$ cat config.mk
export PLATFORM = sky130hd
export DESIGN_NAME = nts_tx_arbiter_flat
export DESIGN_NICKNAME = d
export VERILOG_FILES = /design/src/rtl/nts_tx_arbiter_if.sv /design/src/rtl/nts_tx_arbiter.sv /design/src/flat_wrapper.sv
export SDC_FILE = /design/constraint.sdc
export NUM_CORES = 1
export LEC_CHECK = 0
export CAP_MARGIN = 20
export CORE_AREA = 2 2 143 145
export DETAILED_ROUTE_END_ITERATION = 6
export DIE_AREA = 0 0 145 147
export GPL_TIMING_DRIVEN = 1
export RECOVER_POWER = 50
export SLEW_MARGIN = 20
export SYNTH_ARGS = -nofsm -noshare
export SYNTH_HDL_FRONTEND = slang
export SYNTH_SLANG_ARGS = --single-unit
$ cat constraint.sdc
create_clock -name i_clk -period 3.8 [get_ports i_clk]
set_input_delay 0.95 -clock i_clk [delete_from_list [all_inputs] [get_ports i_clk]]
set_output_delay 0.95 -clock i_clk [all_outputs]
set_load 0.02 [all_outputs]
$ cat src/rtl/nts_tx_arbiter_if.sv
// ============================================================================
// Module     : nts_tx_arbiter_if
// Description: Engine-array and extractor handshake/data bundle for the TX arbiter.
// Revision   : 1.0 - initial release
// ============================================================================
`default_nettype none

interface nts_tx_arbiter_if #(
    parameter int ENGINES        = 4,
    parameter int MAC_DATA_WIDTH = 64
);
    // Engine-array side (direction as seen by the arbiter)
    logic [ENGINES-1:0]                i_engine_packet_available;
    logic [ENGINES-1:0]                o_engine_packet_read;
    logic [ENGINES-1:0]                i_engine_fifo_empty;
    logic [ENGINES-1:0]                o_engine_fifo_rd_en;
    logic [MAC_DATA_WIDTH*ENGINES-1:0] i_engine_fifo_rd_data;
    logic [4*ENGINES-1:0]              i_engine_bytes_last_word;

    // Extractor side
    logic                      o_extractor_packet_available;
    logic                      i_extractor_packet_read;
    logic                      o_extractor_fifo_empty;
    logic                      i_extractor_fifo_rd_en;
    logic [MAC_DATA_WIDTH-1:0] o_extractor_fifo_rd_data;
    logic [3:0]                o_extractor_bytes_last_word;

    // Arbiter view
    modport master (
        input  i_engine_packet_available,
        output o_engine_packet_read,
        input  i_engine_fifo_empty,
        output o_engine_fifo_rd_en,
        input  i_engine_fifo_rd_data,
        input  i_engine_bytes_last_word,
        output o_extractor_packet_available,
        input  i_extractor_packet_read,
        output o_extractor_fifo_empty,
        input  i_extractor_fifo_rd_en,
        output o_extractor_fifo_rd_data,
        output o_extractor_bytes_last_word
    );

    // Engines plus extractor view
    modport slave (
        output i_engine_packet_available,
        input  o_engine_packet_read,
        output i_engine_fifo_empty,
        input  o_engine_fifo_rd_en,
        output i_engine_fifo_rd_data,
        output i_engine_bytes_last_word,
        input  o_extractor_packet_available,
        output i_extractor_packet_read,
        input  o_extractor_fifo_empty,
        output i_extractor_fifo_rd_en,
        input  o_extractor_fifo_rd_data,
        input  o_extractor_bytes_last_word
    );
endinterface

`default_nettype wire

$ cat src/rtl/nts_tx_arbiter.sv
// ============================================================================
// Module     : nts_tx_arbiter
// Description: Per-packet round-robin arbiter from ENGINES TX buffers to one extractor.
//              Optional grant watchdog: define NTS_TX_ARBITER_WATCHDOG_EN.
// Revision   : 1.0 - initial release
// ============================================================================
`default_nettype none

module nts_tx_arbiter #(
    parameter int ENGINES         = 4,
    parameter int GRANT_WIDTH     = 2,
    parameter int MAC_DATA_WIDTH  = 64,
    parameter int WATCHDOG_CYCLES = 4096
) (
    input  wire logic                   i_clk,
    input  wire logic                   i_areset,
    nts_tx_arbiter_if.master            bus,
    output logic [GRANT_WIDTH-1:0]      o_grant_index,
    output logic                        o_busy,
    output logic                        o_watchdog_expired
);

    typedef enum logic [1:0] {
        ST_IDLE    = 2'd0,
        ST_GRANTED = 2'd1,
        ST_RELEASE = 2'd2
    } state_t;

    state_t                   r_state;
    state_t                   w_state_nxt;
    logic [GRANT_WIDTH-1:0]   r_grant;
    logic [GRANT_WIDTH-1:0]   r_last;
    logic [GRANT_WIDTH-1:0]   w_sel;
    logic                     w_found;
    logic                     w_wd_fire;
    logic [ENGINES-1:0]       w_eng_rd_en;
    logic [ENGINES-1:0]       w_eng_pkt_read;
    logic                     w_xtr_avail;
    logic                     w_xtr_empty;
    logic [3:0]               w_xtr_blw;

    // Scan from the farthest candidate back to the nearest so the nearest
    // requester after the last-served engine is the one left in w_sel.
    always_comb begin
        w_found = 1'b0;
        w_sel   = r_last;
        for (int k = ENGINES; k >= 1; k--) begin
            if (bus.i_engine_packet_available[(int'(r_last) + k) % ENGINES]) begin
                w_found = 1'b1;
                w_sel   = GRANT_WIDTH'((int'(r_last) + k) % ENGINES);
            end
        end
    end

`ifdef NTS_TX_ARBITER_WATCHDOG_EN
    logic [15:0] r_wd_cnt;
    logic        w_wd_hit;

    // Held at zero while idle so the first GRANTED cycle sees count 0.
    always_ff @(posedge i_clk or posedge i_areset) begin
        if (i_areset) begin
            r_wd_cnt <= 16'd0;
        end else if (r_state == ST_GRANTED) begin
            r_wd_cnt <= r_wd_cnt + 16'd1;
        end else begin
            r_wd_cnt <= 16'd0;
        end
    end

    assign w_wd_hit = (r_wd_cnt == 16'(WATCHDOG_CYCLES - 1));
`endif

    always_ff @(posedge i_clk or posedge i_areset) begin
        if (i_areset) begin
            r_state <= ST_IDLE;
        end else begin
            r_state <= w_state_nxt;
        end
    end

    always_ff @(posedge i_clk or posedge i_areset) begin
        if (i_areset) begin
            r_grant <= '0;
            r_last  <= GRANT_WIDTH'(ENGINES - 1);
        end else if (r_state == ST_IDLE && w_found) begin
            r_grant <= w_sel;
            r_last  <= w_sel;
        end
    end

    always_comb begin
        w_state_nxt    = r_state;
        w_eng_rd_en    = '0;
        w_eng_pkt_read = '0;
        w_xtr_avail    = 1'b0;
        w_xtr_empty    = 1'b1;
        w_xtr_blw      = 4'd0;
        w_wd_fire      = 1'b0;
        case (r_state)
            ST_IDLE: begin
                if (w_found) begin
                    w_state_nxt = ST_GRANTED;
                end
            end
            ST_GRANTED: begin
                w_xtr_avail             = bus.i_engine_packet_available[r_grant];
                w_xtr_empty             = bus.i_engine_fifo_empty[r_grant];
                w_xtr_blw               = bus.i_engine_bytes_last_word[int'(r_grant)*4 +: 4];
                w_eng_rd_en[r_grant]    = bus.i_extractor_fifo_rd_en;
                w_eng_pkt_read[r_grant] = bus.i_extractor_packet_read;
`ifdef NTS_TX_ARBITER_WATCHDOG_EN
                if (bus.i_extractor_packet_read) begin
                    w_state_nxt = ST_RELEASE;
                end else if (w_wd_hit) begin
                    // Forced read pulse makes the engine drop the stuck packet.
                    w_eng_pkt_read[r_grant] = 1'b1;
                    w_wd_fire               = 1'b1;
                    w_state_nxt             = ST_RELEASE;
                end
`else
                if (bus.i_extractor_packet_read) begin
                    w_state_nxt = ST_RELEASE;
                end
`endif
            end
            ST_RELEASE: begin
                w_state_nxt = ST_IDLE;
            end
            default: begin
                w_state_nxt = ST_IDLE;
            end
        endcase
    end

    assign bus.o_engine_fifo_rd_en          = w_eng_rd_en;
    assign bus.o_engine_packet_read         = w_eng_pkt_read;
    assign bus.o_extractor_packet_available = w_xtr_avail;
    assign bus.o_extractor_fifo_empty       = w_xtr_empty;
    assign bus.o_extractor_bytes_last_word  = w_xtr_blw;
    // Data follows the grant index in every state so FIFO read latency is untouched.
    assign bus.o_extractor_fifo_rd_data     =
        bus.i_engine_fifo_rd_data[int'(r_grant)*MAC_DATA_WIDTH +: MAC_DATA_WIDTH];
    assign o_grant_index                    = r_grant;
    assign o_busy                           = (r_state != ST_IDLE);
    assign o_watchdog_expired               = w_wd_fire;

endmodule

`default_nettype wire

$ cat src/flat_wrapper.sv
// flat-port wrapper written by rule: the top's interface ports become plain ports
module nts_tx_arbiter_flat 
#(
    parameter int ENGINES         = 4,
    parameter int GRANT_WIDTH     = 2,
    parameter int MAC_DATA_WIDTH  = 64,
    parameter int WATCHDOG_CYCLES = 4096
)
  (i_clk, i_areset, o_grant_index, o_busy, o_watchdog_expired, bus_i_engine_packet_available, bus_o_engine_packet_read, bus_i_engine_fifo_empty, bus_o_engine_fifo_rd_en, bus_i_engine_fifo_rd_data, bus_i_engine_bytes_last_word, bus_o_extractor_packet_available, bus_i_extractor_packet_read, bus_o_extractor_fifo_empty, bus_i_extractor_fifo_rd_en, bus_o_extractor_fifo_rd_data, bus_o_extractor_bytes_last_word);
  nts_tx_arbiter_if #(.ENGINES(ENGINES), .MAC_DATA_WIDTH(MAC_DATA_WIDTH)) bus_i ();
  input  wire logic i_clk;
  input  wire logic i_areset;
  output logic [GRANT_WIDTH-1:0] o_grant_index;
  output logic o_busy;
  output logic o_watchdog_expired;
  input wire logic [$bits(bus_i.i_engine_packet_available)-1:0] bus_i_engine_packet_available;
  output wire logic [$bits(bus_i.o_engine_packet_read)-1:0] bus_o_engine_packet_read;
  input wire logic [$bits(bus_i.i_engine_fifo_empty)-1:0] bus_i_engine_fifo_empty;
  output wire logic [$bits(bus_i.o_engine_fifo_rd_en)-1:0] bus_o_engine_fifo_rd_en;
  input wire logic [$bits(bus_i.i_engine_fifo_rd_data)-1:0] bus_i_engine_fifo_rd_data;
  input wire logic [$bits(bus_i.i_engine_bytes_last_word)-1:0] bus_i_engine_bytes_last_word;
  output wire logic [$bits(bus_i.o_extractor_packet_available)-1:0] bus_o_extractor_packet_available;
  input wire logic [$bits(bus_i.i_extractor_packet_read)-1:0] bus_i_extractor_packet_read;
  output wire logic [$bits(bus_i.o_extractor_fifo_empty)-1:0] bus_o_extractor_fifo_empty;
  input wire logic [$bits(bus_i.i_extractor_fifo_rd_en)-1:0] bus_i_extractor_fifo_rd_en;
  output wire logic [$bits(bus_i.o_extractor_fifo_rd_data)-1:0] bus_o_extractor_fifo_rd_data;
  output wire logic [$bits(bus_i.o_extractor_bytes_last_word)-1:0] bus_o_extractor_bytes_last_word;
  assign bus_i.i_engine_packet_available = bus_i_engine_packet_available;
  assign bus_o_engine_packet_read = bus_i.o_engine_packet_read;
  assign bus_i.i_engine_fifo_empty = bus_i_engine_fifo_empty;
  assign bus_o_engine_fifo_rd_en = bus_i.o_engine_fifo_rd_en;
  assign bus_i.i_engine_fifo_rd_data = bus_i_engine_fifo_rd_data;
  assign bus_i.i_engine_bytes_last_word = bus_i_engine_bytes_last_word;
  assign bus_o_extractor_packet_available = bus_i.o_extractor_packet_available;
  assign bus_i.i_extractor_packet_read = bus_i_extractor_packet_read;
  assign bus_o_extractor_fifo_empty = bus_i.o_extractor_fifo_empty;
  assign bus_i.i_extractor_fifo_rd_en = bus_i_extractor_fifo_rd_en;
  assign bus_o_extractor_fifo_rd_data = bus_i.o_extractor_fifo_rd_data;
  assign bus_o_extractor_bytes_last_word = bus_i.o_extractor_bytes_last_word;
  nts_tx_arbiter #(.ENGINES(ENGINES), .GRANT_WIDTH(GRANT_WIDTH), .MAC_DATA_WIDTH(MAC_DATA_WIDTH), .WATCHDOG_CYCLES(WATCHDOG_CYCLES)) u_core (.i_clk(i_clk), .i_areset(i_areset), .bus(bus_i), .o_grant_index(o_grant_index), .o_busy(o_busy), .o_watchdog_expired(o_watchdog_expired));
endmodule
==> results.cfg, run 1 <==
[run_status]
status = completed

[critical_path]
worst-path-max-fanout = 1
r2r_cells = 4
crit_type = in -> out
required_ps = 2850
reg2reg_slack_ps = 2560
cp.arrival_ps = 2640
timing.rr.end = u_core.o_grant_index[0]
startpoint_type = input port
endpoint_kind = output port
timing.rr.start = u_core.r_last[0]

[clock_network]
cts_buffers = 3
cts_max_path_buffers = 2
post-cts-setup-buffers = 0
cts_htree_levels = 1
clk_pin_slew_ps = 30
ctsHoldBuffers = 0
root_buffer = clkbuf_16
clock_latency_ps = 230
clock-sinks = 6
cts-resized-gates = 0
cts_tree = done

[final_layout]
final_nets = 791
diodes = 0
syn_to_final_growth_pct = 184
drive_gt1_share_pct = 18.2

[global_route]
grt_pass1_vias = 3409
grt_pass1_wl_mm = 22.1
antenna_found_initial = 0
grt_overflow_total = 0
grt_usage_pct = 13.4
grt_max_degree = 39

[sta]
grt_setup_unrepaired = false
maxSlewViolCount = 0
fin_skew_ps = 3.08
maxSlewHeadroom_pct = 38.2
tns_ps = 0
worst_slack_ps = 210
setup_viol = 0
fmax_mhz = 279
hold_viol_final = 0
fin_crit_sh_pct = 94.5
fin_crit_ps = 3590
worstMarginPinSlew_ps = 927

[hold_path]
min_from = u_core.r_state[1]
whs_path_depth = 1
whs_endpoint = u_core.r_state[0]
hold_class = reg -> reg

[power_and_ir_drop]
pwr_density_cell_nw_per_um2 = 541
power.total_w = 0.00335
power_leakage_nw = 2.21
peakVddDrop_mv = 0.239

[logic_synthesis]
yosysWarnings = 0
syn-cell-area_um2 = 2180
synth.net_count = 425
syn_inst = 141
synth-seq-cells = 6
yosysSeqAreaShare_pct = 7.02
syn_avg_cell_area_um2 = 15.4
ys_types = 25

[placement]
dp.final_hpwl_mm = 13.3
globalplace.congestion = 0.977
place_worst_setup_slack_ps = 188
port_buffers = 364

[die]
ios = 366
fp.dieW_um = 145
start_util_pct = 11.0
rows = 52
coreArea_um2 = 19800
die_area_um2 = 21300
die_h_um = 147

[routing]
ant_nets = 0
routed_wl_mm = 15.2
drcViolationCount = 0
via_count = 3067
drt-initial-drc-count = 82
routed_via_density = 3.95
wire_per_inst_um = 19.6
dr.pass1.iters = 4

[run]
max_cap_violations = 0
==> routing by layer <==
metal	GRT usage [%]	vias up	routed length, µm
li1	-	1366	-
met1	16.9	1527	6160
met2	24.6	172	7940
met3	2.76	2	1020
met4	0.990	0	54
met5	0	-	0
==> cell usage after synthesis, drive strengths merged <==
cell / count / area [µm²]
dfstp: 2 / 52.6
nand2: 4 / 22.5
a21o: 2 / 15.0
or4: 1 / 11.3
o221a: 1 / 11.3
nor2b: 1 / 6.26
o21ai: 4 / 20.0
mux4: 70 / 1580
a211oi: 1 / 7.51
nor3: 3 / 15.0
or2: 1 / 6.26
conb: 1 / 3.75
nand2b: 4 / 25.0
a21oi: 4 / 20.0
and2: 5 / 31.3
dfrtp: 4 / 100
nor2: 9 / 33.8
inv: 5 / 18.8
buf: 18 / 190
o221ai: 1 / 8.76
==> cell families (layout without fill, tap and decap cells) <==
logic type	after synthesis	in the layout	synth area share, %
other	1	1	0.172
and+or+nand+nor	28	28	6.96
DFF	6	6	7.02
muxes	70	70	72.5
AOI/OAI and AO/OA	13	13	3.80
buffers and inverters	23	388	9.60
==> final cells by class <==
cell class              instances  area, µm²
inverters                       5       18.8
repair buffers                379       3790
flip-flops and latches          6        158
multi-input cells             112       1800
fillers                      2004      13700
clock buffers                   4       78.8
well taps                     270        338
==> critical path, cell delays in order <==
cell	delay, ps
clkdlybuf4s50_1	460
mux4_2	520
and2_1	170
clkdlybuf4s50_1	540
==> worst max-delay path by stage <==
stage	start	endpoint	slack [ps]
after floorplan	bus_i_engine_fifo_empty[3]	bus_o_extractor_fifo_empty	1230
final	bus_i_engine_bytes_last_word[15]	bus_o_extractor_bytes_last_word[3]	210
after CTS	bus_i_engine_bytes_last_word[15]	bus_o_extractor_bytes_last_word[3]	190
after detailed placement	bus_i_engine_bytes_last_word[15]	bus_o_extractor_bytes_last_word[3]	190
after global placement	bus_i_engine_bytes_last_word[15]	bus_o_extractor_bytes_last_word[3]	180
after global routing	bus_i_engine_packet_available[0]	bus_o_extractor_packet_available	160
==> where the power goes <==
part | internal (W) | switching (W)
registers | 0.000100 | 0.000145
logic | 0.00166 | 0.00127
clock network | 0.000139 | 0.0000346
total | 0.00190 | 0.00144
==> placed cells by master, fill, tap and decap left out, types with 2 or more instances in the layout <==
cell and instances:
clkdlybuf4s50_1 333, mux4_2 70, dlygate4sd3_1 31, buf_4 10, nor2_1 9, inv_1 5, and2_1 5, nand2_1 4
nand2b_1 4, o21ai_0 4, a21oi_1 4, nor3_1 3, clkbuf_16 3, clkbuf_1 3, buf_12 3, a21o_1 2
dfstp_2 2, dfrtp_1 2
==> through the flow <==
step	area [µm²]	instances	util (%)	hold WS, ps
2_1_floorplan	2180	141	-	428
3_3_place_gp	6120	772	30.9	442
3_5_place_dp	6120	772	30.9	450
4_1_cts	6200	776	31.3	462
5_1_grt	6180	776	31.2	484
6_report	6180	776	31.2	466
==> state kept, by name, indices dropped and copies added (netlist names) <==
name / flops
u_core.r_last: 2
u_core.r_state: 2
u_core.o_grant_index: 2
(Power assumes the default switching activity.)
==> run 2: changes to the inputs <==
CAP_MARGIN = not set   (was 20)
==> results of run 2 <==
Same layout as run 1: the final DEF is identical, and so are final timing and power.
==> run 3: changes to the inputs <==
ABC_AREA = 1   (was not set)
==> run 3 against run 2 <==
Sequential share of layout area is essentially flat. Global-route usage grew 0.48 points. Setup slack gained 23 ps. Register-to-register slack lost 660 ps. Sequential cell count is the same. Critical endpoint is now bus_o_extractor_fifo_rd_data[29]. Highest routed layer unchanged.
==> results.cfg, run 3 <==
[placement]
globalplace.congestion = 0.793
dp.final_hpwl_mm = 13.0
port_buffers = 364

[clock_network]
ctsHoldBuffers = 0
post-cts-setup-buffers = 0
root_buffer = clkbuf_16
cts_tree = done
clock_latency_ps = 230
clock-sinks = 6
cts_htree_levels = 1
cts_max_path_buffers = 2
cts-resized-gates = 0
clk_pin_slew_ps = 30
cts_buffers = 3

[routing]
routed_wl_mm = 15.9
via_count = 3942
wire_per_inst_um = 16.5
drcViolationCount = 0
ant_nets = 0
dr.pass1.iters = 6
drt-initial-drc-count = 278
routed_via_density = 4.10

[critical_path]
endpoint_kind = output port
crit_type = reg -> out
cpPeakStageDelay_ps = 620
worst-path-max-fanout = 12
slowest_stage = nor2_2
crit_family = buffers and inverters
crit_buf_inv = 2
cp.arrival_ps = 2620
crit_chain = nor2_2 > clkbuf_2 > a22oi_1 > nand3_1 > clkdlybuf4s50_1
startpoint_type = flop
required_ps = 2850

[power_and_ir_drop]
power.total_w = 0.00412
swShare_pct = 53.2
p_comb_share_pct = 92.0
peakVddDrop_mv = 0.387
p_int_w = 0.00193
p_seq_share_pct = 3.7
p_sw_w = 0.00219
power_leakage_nw = 2.43
pwr_density_cell_nw_per_um2 = 683
clkPwrFrac_pct = 4.3

[global_route]
grt_overflow_total = 0
grt_pass1_vias = 4025
antenna_found_initial = 0
grt_max_degree = 45
grt_usage_pct = 13.9
grt_pass1_wl_mm = 23.8

[die]
ios = 366
coreArea_um2 = 19800
die_h_um = 147
die_area_um2 = 21300
rows = 52
start_util_pct = 9.94
fp.dieW_um = 145

[final_layout]
layout_commonest_cell = clkdlybuf4s50_1
final_cell_mix = clkdlybuf4s50_1, a22oi_1, nand2_1
finish.utilization_pct = 30.4
syn_to_final_growth_pct = 206
drive_gt1_share_pct = 3.47
final_nets = 977
diodes = 0

[sta]
fin_skew_ps = 2.41
whs_ps = 493
fin_crit_sh_pct = 93.9
tns_ps = 0
maxSlewViolCount = 0
worstMarginPinSlew_ps = 768
grt_setup_unrepaired = false
hold_viol_final = 0
fin_crit_ps = 3570
maxSlewHeadroom_pct = 48.8
fmax_mhz = 280
setup_viol = 0

[logic_synthesis]
yosysWarnings = 0
synth-seq-cells = 6
ys_top_cells_by_count = a22oi_1, nand2_1, buf_2, nand3_1, inv_1
syn_inst = 340
synth_edf_count = 0
yosys.area.top_type = a22oi_1
synth-async-reset-ratio_pct = 100
ys_types = 17
yosysSeqAreaShare_pct = 7.74
syn_avg_cell_area_um2 = 5.80
synth.net_count = 624
yosysMostFrequentCell = a22oi_1
ys.flop_type = dfrtp_1
syn-cell-area_um2 = 1970
netlist.area_leader.share_pct = 48.7
ys_top_cells_by_area = a22oi_1, nand2_1, buf_2

[run]
max_cap_violations = 0

[hold_path]
hold_class = reg -> reg

[run_status]
status = completed
run 3: cell type report:
| cell class | count | area [µm²] |
|---|---|---|
| repair buffers | 378 | 3790 |
| flip-flops and latches | 6 | 153 |
| multi-input cells | 285 | 1600 |
| well taps | 270 | 338 |
| fillers | 2153 | 13800 |
| inverters | 19 | 71.3 |
| clock buffers | 4 | 78.8 |
run 3: final timing paths:
path	startpoint	slack, ps	to	depth (start not counted)
max reg2reg	u_core.r_last[0]	1900	u_core.o_grant_index[0]	7
max	u_core.o_grant_index[1]	230	bus_o_extractor_fifo_rd_data[29]	5
min in group asynchronous	i_areset	1080	u_core.r_state[1]	2
min reg2reg	u_core.r_last[1]	490	u_core.r_last[1]	2
min	u_core.r_last[1]	490	u_core.r_last[1]	2
max in group asynchronous	i_areset	2460	u_core.r_last[1]	2
run 3: worst register-to-register path, cell delays in order, from the launching register on:
cell     delay (ps)
dfstp_2         620
inv_1           150
nand2_1          80
nand2_1          80
o21ai_0         520
inv_1           120
nand3_1         150
nand2_1          60
run 3: layer usage:
metal	global-route usage (%)	share of wire, %	vias up
met5	0	0	-
met4	0.495	0.30	0
met3	2.73	7.1	6
met2	24.2	48	204
met1	18.7	44	1774
li1	-	-	1958
run 3: power groups by stage:
| stage | sequential [W] | combinational (W) | clock [W] |
|---|---|---|---|
| after floorplan | 0.000144 | 0.00197 | 0 |
| after global placement | 0.000158 | 0.00389 | 0 |
| after detailed placement | 0.000157 | 0.00389 | 0 |
| after CTS | 0.000157 | 0.00392 | 0.000177 |
| after global routing | 0.000161 | 0.00407 | 0.000182 |
| final | 0.000152 | 0.00379 | 0.000177 |
run 3: cell families after synthesis:
group,count (synthesis),synth area share [%]
AND/OR/NAND/NOR,146,29.2
AO/OA/AOI/OAI,138,51.4
buffers and inverters,49,11.4
flip-flops,6,7.74
other,1,0.190
run 3: stage by stage:
| stage | setup slack (ps) | std cells | cell area, µm² |
|---|---|---|---|
| final | 233 | 962 | 6030 |
| after global routing | 147 | 962 | 6030 |
| after CTS | 268 | 962 | 6040 |
| after detailed placement | 278 | 958 | 5970 |
| after global placement | 248 | 958 | 5970 |
| after floorplan | 1450 | 340 | 1970 |
